**config.mk**
```make
export PLATFORM = sky130hd
export DESIGN_NAME = regfile_mp
export DESIGN_NICKNAME = d
export VERILOG_FILES = /design/src/rtl/rf_pkg.sv /design/src/rtl/rf_read_port.sv /design/src/rtl/regfile_mp.sv
export SDC_FILE = /design/constraint.sdc
export NUM_CORES = 2
export LEC_CHECK = 0
export BUFFER_PORTS_ARGS = -buffer_cell sky130_fd_sc_hd__buf_2
export CORE_MARGIN = 5
export CORE_UTILIZATION = 42
export DETAILED_ROUTE_END_ITERATION = 16
export GPL_ROUTABILITY_DRIVEN = 0
export PLACE_DENSITY = 0.68
export SLEW_MARGIN = 20
export SYNTH_ARGS = -nofsm -noshare
export SYNTH_HDL_FRONTEND = slang
export SYNTH_SLANG_ARGS = --single-unit
export TNS_END_PERCENT = 30
```
**constraint.sdc**
```tcl
create_clock -name clk -period 4.7 [get_ports clk]
set_clock_uncertainty 0.2 [all_clocks]
set_input_delay 0.47 -clock clk [delete_from_list [all_inputs] [get_ports clk]]
set_output_delay 0.47 -clock clk [all_outputs]
set_load 0.05 [all_outputs]
```
**src/rtl/rf_pkg.sv**
```systemverilog
// ============================================================================
// Module   : rf_pkg
// Brief    : Shared state encodings and helpers for the multi-port register file.
// Revision : 1.0  initial release
// ============================================================================
`default_nettype none

package rf_pkg;

    typedef enum logic {
        S_CLEAR = 1'b0,
        S_READY = 1'b1
    } rf_state_e;

    // Ceiling log2, floored at 1 so a single-entry file still gets an address bit.
    function automatic int clog2(input int n);
        int r;
        r = 0;
        while ((1 << r) < n) r++;
        return (r < 1) ? 1 : r;
    endfunction

endpackage

`default_nettype wire

```
**src/rtl/rf_read_port.sv**
```systemverilog
// ============================================================================
// Module   : rf_read_port
// Brief    : One combinational read port: range/zero checks, write bypass, storage mux.
// Revision : 1.0  initial release
// ============================================================================
`default_nettype none

module rf_read_port #(
    parameter int DW       = 32,
    parameter int AW       = 5,
    parameter int DEPTH    = 32,
    parameter int NW       = 1,
    parameter int ZERO_REG = 1,
    parameter int BYPASS   = 1
) (
    input  logic                       ready_i,
    input  logic [AW-1:0]              ra_i,
    input  logic [NW-1:0]              wvalid_i,
    input  logic [NW*AW-1:0]           wa_i,
    input  logic [NW*DW-1:0]           wd_i,
    input  logic [DEPTH-1:0][DW-1:0]   mem_i,
    output logic [DW-1:0]              rd_o
);

    logic w_in_range;
    logic w_is_zero;

    assign w_in_range = (32'(ra_i) < DEPTH);
    assign w_is_zero  = (ZERO_REG != 0) && (ra_i == '0);

    // Ascending scan lets the highest-index matching write port win.
    always_comb begin
        rd_o = '0;
        if (ready_i && w_in_range && !w_is_zero) begin
            rd_o = mem_i[ra_i];
            if (BYPASS != 0) begin
                for (int k = 0; k < NW; k++) begin
                    if (wvalid_i[k] && (wa_i[k*AW +: AW] == ra_i)) begin
                        rd_o = wd_i[k*DW +: DW];
                    end
                end
            end
        end
    end

endmodule

`default_nettype wire

```
**src/rtl/regfile_mp.sv**
```systemverilog
// ============================================================================
// Module   : regfile_mp
// Brief    : Parametrised NR-read / NW-write register file with reset clear sweep.
// Revision : 1.0  initial release
// ============================================================================
`default_nettype none

module regfile_mp
    import rf_pkg::*;
#(
    parameter int DW       = 32,
    parameter int DEPTH    = 32,
    parameter int NR       = 2,
    parameter int NW       = 1,
    parameter int ZERO_REG = 1,
    parameter int BYPASS   = 1,
    parameter int AW       = clog2(DEPTH)
) (
    input  logic                 clk,
    input  logic                 rst,
    input  logic [NW-1:0]        we,
    input  logic [NW*AW-1:0]     wa,
    input  logic [NW*DW-1:0]     wd,
    input  logic [NR*AW-1:0]     ra,
    output logic [NR*DW-1:0]     rd,
    output logic                 init_busy
);

    localparam logic [AW:0] PTR_LAST = (AW+1)'(DEPTH - 1);
    localparam logic [AW:0] PTR_ONE  = (AW+1)'(1);

    rf_state_e                  state_q, state_d;
    logic [AW:0]                ptr_q, ptr_d;
    logic [DEPTH-1:0][DW-1:0]   mem_q;
    logic [NW-1:0]              w_wvalid;
    logic                       w_ready;

    always_ff @(posedge clk) begin
        if (rst) begin
            state_q <= S_CLEAR;
            ptr_q   <= '0;
        end else begin
            state_q <= state_d;
            ptr_q   <= ptr_d;
        end
    end

    always_comb begin
        state_d = state_q;
        ptr_d   = ptr_q;
        if (state_q == S_CLEAR) begin
            ptr_d = ptr_q + PTR_ONE;
            if (ptr_q == PTR_LAST) begin
                state_d = S_READY;
            end
        end
    end

    assign w_ready   = (state_q == S_READY);
    assign init_busy = (state_q == S_CLEAR);

    // A write is valid only when ready, in range, and not aimed at a hardwired zero.
    for (genvar k = 0; k < NW; k++) begin : g_wdec
        assign w_wvalid[k] = w_ready && we[k]
                          && (32'(wa[k*AW +: AW]) < DEPTH)
                          && !((ZERO_REG != 0) && (wa[k*AW +: AW] == '0));
    end

    // Later loop iterations override earlier ones, so the highest port wins collisions.
    always_ff @(posedge clk) begin
        if (!rst) begin
            if (state_q == S_CLEAR) begin
                mem_q[ptr_q[AW-1:0]] <= '0;
            end else begin
                for (int k = 0; k < NW; k++) begin
                    if (w_wvalid[k]) begin
                        mem_q[wa[k*AW +: AW]] <= wd[k*DW +: DW];
                    end
                end
            end
        end
    end

    for (genvar j = 0; j < NR; j++) begin : g_rd
        rf_read_port #(
            .DW       (DW),
            .AW       (AW),
            .DEPTH    (DEPTH),
            .NW       (NW),
            .ZERO_REG (ZERO_REG),
            .BYPASS   (BYPASS)
        ) u_rd (
            .ready_i  (w_ready),
            .ra_i     (ra[j*AW +: AW]),
            .wvalid_i (w_wvalid),
            .wa_i     (wa),
            .wd_i     (wd),
            .mem_i    (mem_q),
            .rd_o     (rd[j*DW +: DW])
        );
    end

endmodule

`default_nettype wire

```
==> metrics <==
status completed; Cells after Synth 5133; Max Slew Vio Count 0; Pre-Repair DR Iteration Count 9; core area 142000 µm²; DRC errors left 0; unrepaired setup endpoints after global routing no; max cap viols 0; CTS buffer count 108; Iteration-0 DRC Markers 7434; Final min period ~4300 ps; ANT nets after route 0; chip width 388 µm; Slew Limit Headroom slightly below 20%; HPWL Detailed approximately 140 mm; gr usage total 29.3%; Hold Vio Cnt, Final 0; Non-Filler Instances roughly 7000; Worst setup SP type flop; Worst Setup SP state_q$_SDFF_PP0_; asr flop ratio synth 0%; GRT Residual Overflow 0; crit share post-route about nine tenths; post-synthesis cell area 59900 µm²; VDD IR max 0.303 mV; Total Die Area 150000 µm²; H-tree depth 3; share of cells above drive strength 1 18.7%; row count 138; critical path required time 4030 ps; worst-margin pin slew about 1200 ps; GR Layer Usage met1 39.4%; synth unique cells 44; Syn Nets between 5000 and 6000; top post-synthesis cells by area edfxtp_1 51%, mux4_2 14%, o21ai_0 8.3%, nand2_1 6.4%, mux2i_1 5.4%; NumNets Final 5092; met2 usage 41.8%; ys flop type edfxtp_1; Worst setup EP type primary output; Clk Tree Root Cell clkbuf_16; wire per inst ~33 µm; Post-CTS Setup Bufs 0; # IOs 115; synthesis-to-layout area growth 11.8%; DR vias 48600; cts repair resizes 0; Max Freq 0.232 GHz; critical path class reg -> out; CTS tree done; crit path max fanout 23; biggest area consumer among synthesized cells edfxtp_1; GRT busiest layer met2; Post-synth EDFFs 1024; reg2reg start ptr_q[0]$_SDFFE_PP0N_; Lkg Pwr between 0.02 and 0.03 µW; Worst-path clk slew 70 ps; Max Root-Sink Buffers 3; reg2reg path depth 6; die height 388 µm; Yosys Warn Count 0; Yosys top cell area share between 50% and 60%; reg2reg end mem_q[11]$_DFFE_PP_; global-route wire length before repair between 300 and 400 mm; number of global-route vias before repair 46500; Sum Neg Setup Slack 0 ps; Initial Util 42.3%; FF-to-FF setup slack 1270 ps; Synth Area per Inst about 12 µm²; sequential fraction of the synthesis area between 50% and 60%; #FFs+latches synth 1031; Vias per Instance 6.92; Fillers roughly 13000; IO buf count 114; largest net degree at the start of global routing 100; GRT met3 Usage 9.57%; clk sink count a little over 1000; class of the worst hold path in -> reg; Post-Place Cells 6811; routed wire length 229 mm; Setup-failing EPs final 0; later-pin clock latency in the skew report around 740 ps; Critical Path AT about 3700 ps; P per Cell Area ~340 nW/µm²; initial antenna violation count 8; crit path capture rd[6]
==> state kept, by name (all words and copies together), names as in the netlist <==
register,cells
ptr_q,6
mem_q,1024
state_q,1
==> final cells by class <==
cell class / instances / area, µm² / area share (%)
Timing Repair Buffer: 333 / 2690 / 4.01
Tap cell: 1890 / 2360 / 3.53
Inverter: 33 / 124 / 0.185
Multi-Input combinational cell: 3531 / 27400 / 40.8
Clock buffer: 126 / 2800 / 4.18
Sequential cell: 1031 / 30900 / 46.1
Clock inverter: 78 / 793 / 1.18
Antenna cell: 2 / 5.00 / 0.00747
==> cell usage after synthesis (4+ instances only) <==
cell type,instances
a21oi_1,112
buf_6,21
a22oi_1,64
xnor2_1,12
or2_2,4
nor2b_1,73
a31oi_1,16
dfxtp_1,7
mux2i_1,321
a22o_1,32
clkbuf_1,393
a211o_1,64
a211oi_1,128
buf_2,68
o21bai_1,64
inv_1,33
ha_1,4
o21ai_0,992
buf_4,39
and2_1,32
nand3_1,5
nand2_1,1029
mux4_2,384
nor2_1,38
buf_1,17
edfxtp_1,1024
a221oi_1,128
==> per-stage QoR <==
step                      total power [µW]  setup WS [ps]  util (%)  cell area [µm²]  hold slack, ps
after floorplan                      13200           1030         -            59900             293
after global placement               14100            689      44.7            63400             307
after detailed placement             14200            665      44.7            63400             310
after CTS                            23000            458      47.3            67000           0.282
after global routing                 23700            298      47.3            67000            29.7
final                                23100            383      47.3            67000            25.7
==> placed cells by master, fill, tap and decap left out, types with 16 or more instances in the layout <==
cell,instances
a211o_1,64
a211oi_1,128
a21oi_1,65
a21oi_4,47
a221oi_1,128
a22o_1,32
a22oi_1,64
a31oi_4,16
and2_1,32
buf_12,32
buf_2,106
buf_4,182
clkbuf_1,16
clkbuf_16,109
clkinv_1,22
clkinv_2,27
edfxtp_1,1024
inv_1,33
mux2i_1,321
mux4_2,384
nand2_1,1029
nor2_1,36
nor2b_1,71
o21ai_0,992
o21bai_1,64
==> where the power goes <==
group	switching, µW	internal [µW]	total [µW]
combinational	1700	1200	2910
clock	3960	5000	8960
sequential	414	10800	11200
==> metal layers <==
metal / up-vias / part of all wire [%]
met2: 4432 / 42
met4: 4 / 6.6
met5: - / 0.059
met3: 827 / 16
met1: 23800 / 35
li1: 19500 / -
==> logic make-up (layout without fill, tap and decap cells) <==
family / after synthesis / count (layout) / share of synthesized area, %
AOI/OAI and AO/OA: 1606 / 1606 / 16.0
and+or+nand+nor: 1201 / 1201 / 8.12
DFF: 1031 / 1031 / 51.5
muxes: 705 / 705 / 19.8
buffers and inverters: 571 / 570 / 4.23
xor gates and xnor gates: 15 / 15 / 0.219
adders and majority gates: 4 / 4 / 0.0835
other: 0 / 2 / 0
==> timing repair <==
action	CTS	global route
hold endpoints to repair	13	0
setup endpoints to repair	0	0
hold buffers	7	0
==> how the worst min path moves through the flow <==
stage	from	to	slack, ps	depth (start not counted)
floorplan	ptr_q[5]$_SDFFE_PP0N_	state_q$_SDFF_PP0_	290	3
global placement	ptr_q[5]$_SDFFE_PP0N_	state_q$_SDFF_PP0_	310	3
detailed placement	ptr_q[5]$_SDFFE_PP0N_	state_q$_SDFF_PP0_	310	3
CTS	wd[14]	mem_q[14]$_DFFE_PP_	0.3	3
global route	wd[24]	mem_q[24]$_DFFE_PP_	30	3
finish	wd[22]	mem_q[22]$_DFFE_PP_	30	3
==> critical path, stage by stage (launching register included) <==
cell	delay [ps]
dfxtp_4	590
inv_1	260
or2_2	400
nor3_4	690
buf_4	360
a211o_1	250
buf_2	300
(Power assumes the default switching activity.)
